===== src/rtl/onehot_scan_decoder.sv =====
// One-hot decoder with a DIRECT (loaded select) mode and a SCAN (dwell-timed walk) mode.
// All outputs are registered with 1-cycle latency; there is no backpressure.
module onehot_scan_decoder #(
    parameter int SEL_W   = 3,
    parameter int DWELL_W = 4
) (
    input  logic                    clk,
    input  logic                    rst_n,
    input  logic                    en,
    input  logic                    mode,
    input  logic                    load,
    input  logic [SEL_W-1:0]        a,
    input  logic [DWELL_W-1:0]      dwell,
    output logic [(1<<SEL_W)-1:0]   y,
    output logic [SEL_W-1:0]        idx,
    output logic                    busy,
    output logic                    wrap
);

    localparam int OUT_W = 1 << SEL_W;
    localparam logic [OUT_W-1:0] ONE_HOT_0 = OUT_W'(1);
    localparam logic [SEL_W-1:0] IDX_LAST  = {SEL_W{1'b1}};

    typedef enum logic [1:0] {
        IDLE   = 2'd0,
        DIRECT = 2'd1,
        SCAN   = 2'd2
    } state_t;

    state_t             state_q, state_d;
    logic [SEL_W-1:0]   idx_q, idx_d;
    logic [DWELL_W-1:0] cnt_q, cnt_d;
    logic [OUT_W-1:0]   y_q, y_d;
    logic               busy_q, busy_d;
    logic               wrap_q, wrap_d;

    always_comb begin
        state_d = state_q;
        idx_d   = idx_q;
        cnt_d   = cnt_q;
        wrap_d  = 1'b0;
        if (!en) begin
            state_d = IDLE;
        end else if (mode) begin
            if (state_q != SCAN) begin
                state_d = SCAN;
                idx_d   = '0;
                cnt_d   = '0;
            end else if (cnt_q == dwell) begin
                cnt_d  = '0;
                idx_d  = idx_q + SEL_W'(1);
                wrap_d = (idx_q == IDX_LAST);
            end else begin
                // A dwell lowered below the count is reached again after the counter rolls over.
                cnt_d = cnt_q + DWELL_W'(1);
            end
        end else if (load) begin
            state_d = DIRECT;
            idx_d   = a;
        end else if (state_q == SCAN) begin
            state_d = DIRECT;
        end
        y_d    = (state_d == IDLE) ? '0 : (ONE_HOT_0 << idx_d);
        busy_d = (state_d == SCAN);
    end

    always_ff @(posedge clk or negedge rst_n) begin
        if (!rst_n) begin
            state_q <= IDLE;
            idx_q   <= '0;
            cnt_q   <= '0;
            y_q     <= '0;
            busy_q  <= 1'b0;
            wrap_q  <= 1'b0;
        end else begin
            state_q <= state_d;
            idx_q   <= idx_d;
            cnt_q   <= cnt_d;
            y_q     <= y_d;
            busy_q  <= busy_d;
            wrap_q  <= wrap_d;
        end
    end

    assign y    = y_q;
    assign idx  = idx_q;
    assign busy = busy_q;
    assign wrap = wrap_q;

endmodule

===== config.mk =====
export PLATFORM = sky130hd
export DESIGN_NAME = onehot_scan_decoder
export DESIGN_NICKNAME = d
export VERILOG_FILES = /design/src/rtl/onehot_scan_decoder.sv
export SDC_FILE = /design/constraint.sdc
export NUM_CORES = 1
export LEC_CHECK = 0
export CORE_ASPECT_RATIO = 1.1
export CORE_MARGIN = 4
export CORE_UTILIZATION = 30
export DETAILED_ROUTE_END_ITERATION = 10
export PLACE_DENSITY = 0.52
export SETUP_SLACK_MARGIN = 0.3
export SKIP_CTS_REPAIR_TIMING = 1
export SYNTH_ARGS = -nofsm -noshare
export SYNTH_HDL_FRONTEND = slang
export SYNTH_SLANG_ARGS = --single-unit

===== constraint.sdc =====
create_clock -name clk -period 5.25 [get_ports clk]
set_input_delay 0.7875 -clock clk [delete_from_list [all_inputs] [get_ports clk]]
set_output_delay 0.7875 -clock clk [all_outputs]
set_load 0.1 [all_outputs]

==> flow_summary.yaml <==
cts:
  cts_tree: "built"
  clkTransAtPathRegs_ns: 0.11
  cts-root-buf: "clkbuf_4"
  cts_buffers: 3
  htreeDepth: 1
  clockBufferDepth: 2
  worst_skew_pair.late_latency_ns: 0.29
  numClockSinks: 19
critical_path:
  worstPathArrival_ns: 1.91
  max_stage_delay_ns: 1.17
  endpoint_kind: "primary output"
  startpoint: "idx[0]"
  r2r_end: "y[4]"
  path_buf_inv: 1
  cp.required_ns: 4.46
  worstSetupPathType: "flip-flop to primary output"
  worstPathCellList: "clkdlybuf4s50_1"
  crit_slowest_cell: "clkdlybuf4s50_1"
  r2r_cells: 6
  path_depth: 1
  r2r_start: "cnt_q[0]"
  setup.worst_path.end: "idx[0]"
  critPathTopFamily: "buffers and inverters"
  cp_max_fo: 5
  critPathLaunchType: "flip-flop"
  reg2reg_slack_ns: 3.08
yosys:
  synth_largest_area_cell: "dfrtp_1"
  avgSynthCellArea_sq_um: 11.3
  synthesis.area_sq_um: 926
  synth_cell_types: 31
  ys_seq_area_frac: 0.514
  synth_edf_count: 0
  synth_ff_type: "dfrtp_1"
  synth_most_common_cell: "dfrtp_1"
  synth_area_leaders: "dfrtp_1, ha_1, xor2_1"
  syn-num-nets: 97
  async_reset_ff_frac: 1.00
  yosys_warnings: 0
  synthCells: 82
  yosys-top-cells-count: "dfrtp_1, nand2_1, nor3_1"
  ys_seq_elements: 19
  yosysTopAreaCellShare: 0.514
finish:
  fill_cells: 288
  layout.cells.non_filler: 140
  area_growth_pct: 32.2
  fin_nets: 123
  diodes: 0
  drive_above_1_share: 0.103
  postLayoutCoreUtil: 0.429
grt:
  grt_max_degree: 20
  grt_pass1_vias: 680
  track_usage: 0.106
  grt_pass1_wl_mm: 3.14
  gr-total-overflow: 0
  antenna_found_initial: 0
drt:
  route.detailed.drc: 0
  wl_per_cell_um: 13.8
  drt_pre_antenna_iters: 4
  drt-total-wl_mm: 1.94
  antenna_left: 0
  vias: 713
  viasPerCell: 5.09
  first_iter_violations: 8
sta:
  slew_headroom: 0.346
  fin_crit_ns: 2.70
  fin_crit_sh: 0.514
  rsz0062_at_grt: "no"
  setup_viol: 0
  hold_slack_ns: 0.531
  max_freq_mhz: 370
  setup_tns_ns: 0
  tightestPinTransition_ns: 0.979
  slew_viol_final: 0
  fin_skew_ns: 0.000881
  finalHoldViolCount: 0
power_and_ir_drop:
  p_per_area_mw_per_mm2: 283
  leakage_uw: 0.000542
  p_clk_frac: 0.212
  p_int_uw: 215
  combPwrFrac: 0.317
  power_uw: 347
  swShare: 0.379
  p_sw_uw: 131
  ir_drop_v: 0.000159
  power_frac_seq: 0.471
run:
  drv_cap: 0
placed_design:
  dp_hpwl_mm: 1.42
  port_buffers: 24
  gp_congestion: 0.725
  placedCellCount: 136
floorplanning:
  die-area_sq_mm: 0.00404
  start_util: 0.325
  die_w_um: 61.0
  num_rows: 20
  die_height_um: 66.3
  core_area_sq_mm: 0.00285
  io_pins: 25
status:
  status: "finished clean"
worst_hold_path:
  whs_path_depth: 1
  min_path_type: "flip-flop to flip-flop"
## area by class of cell
cell class              instances  area [sq um]  share of cell area
clock buffers                   3          22.5              0.0184
repair buffers                 24           240               0.196
inverters                       4          15.0              0.0123
well taps                      33          41.3              0.0337
flip-flops and latches         19           475               0.389
clock inverters                 1          5.00             0.00409
multi-input cells              56           424               0.347
## metal layers
metal	part of all wire	track usage	up-vias
met5	0	0	-
met4	0.0098	0.0488	0
met3	0.052	0.0234	2
met2	0.47	0.164	18
met1	0.47	0.137	344
li1	-	-	349
## state kept, by name (all words and copies together), names as in the netlist
name and cells:
idx 3, y 8, wrap 1, state_q 2
busy 1, cnt_q 4
## cells by family after synthesis
group	synth area share
DFF	0.514
muxes	0.0446
buffers and inverters	0.0284
adders and majority gates	0.0405
AOI/OAI and AO/OA	0.114
and+or+nand+nor	0.212
xor gates and xnor gates	0.0473
## power by group through the flow
stage	Combinational [uW]	Sequential [uW]	Clock, uW
after global placement	110	167	0
after floorplan	30.9	212	0
after detailed placement	110	166	0
after global routing	116	165	81.3
after CTS	111	164	75.9
final	110	163	73.4
## worst min-delay path by stage
stage / slack [ns] / endpoint / from
global route: 0.57 / cnt_q[2] / cnt_q[2]
finish: 0.53 / cnt_q[2] / cnt_q[2]
floorplan: 0.49 / busy / rst_n
CTS: 0.54 / cnt_q[2] / cnt_q[2]
detailed placement: 0.52 / cnt_q[2] / cnt_q[2]
global placement: 0.51 / cnt_q[2] / cnt_q[2]
## through the flow
stage	worst slack [ns]	area (sq um)
after floorplan	3.01	926
after global placement	2.28	1200
after detailed placement	2.31	1200
after CTS	2.54	1220
after global routing	2.48	1220
final	2.55	1220
## cell usage in the layout (no fill, tap or decap), types with 2 or more instances in the layout
cell type,Yosys,routed
clkdlybuf4s50_1,0,24
dfrtp_1,19,19
nand2_1,6,6
nor3_1,6,6
xor2_1,4,4
inv_1,4,4
nor2_1,4,4
nor4_1,4,4
and4b_1,3,3
o21a_1,3,3
mux2i_1,3,3
ha_1,3,3
clkbuf_4,0,3
nand3_1,2,2
No activity file was read; power rests on OpenSTA's default activity.
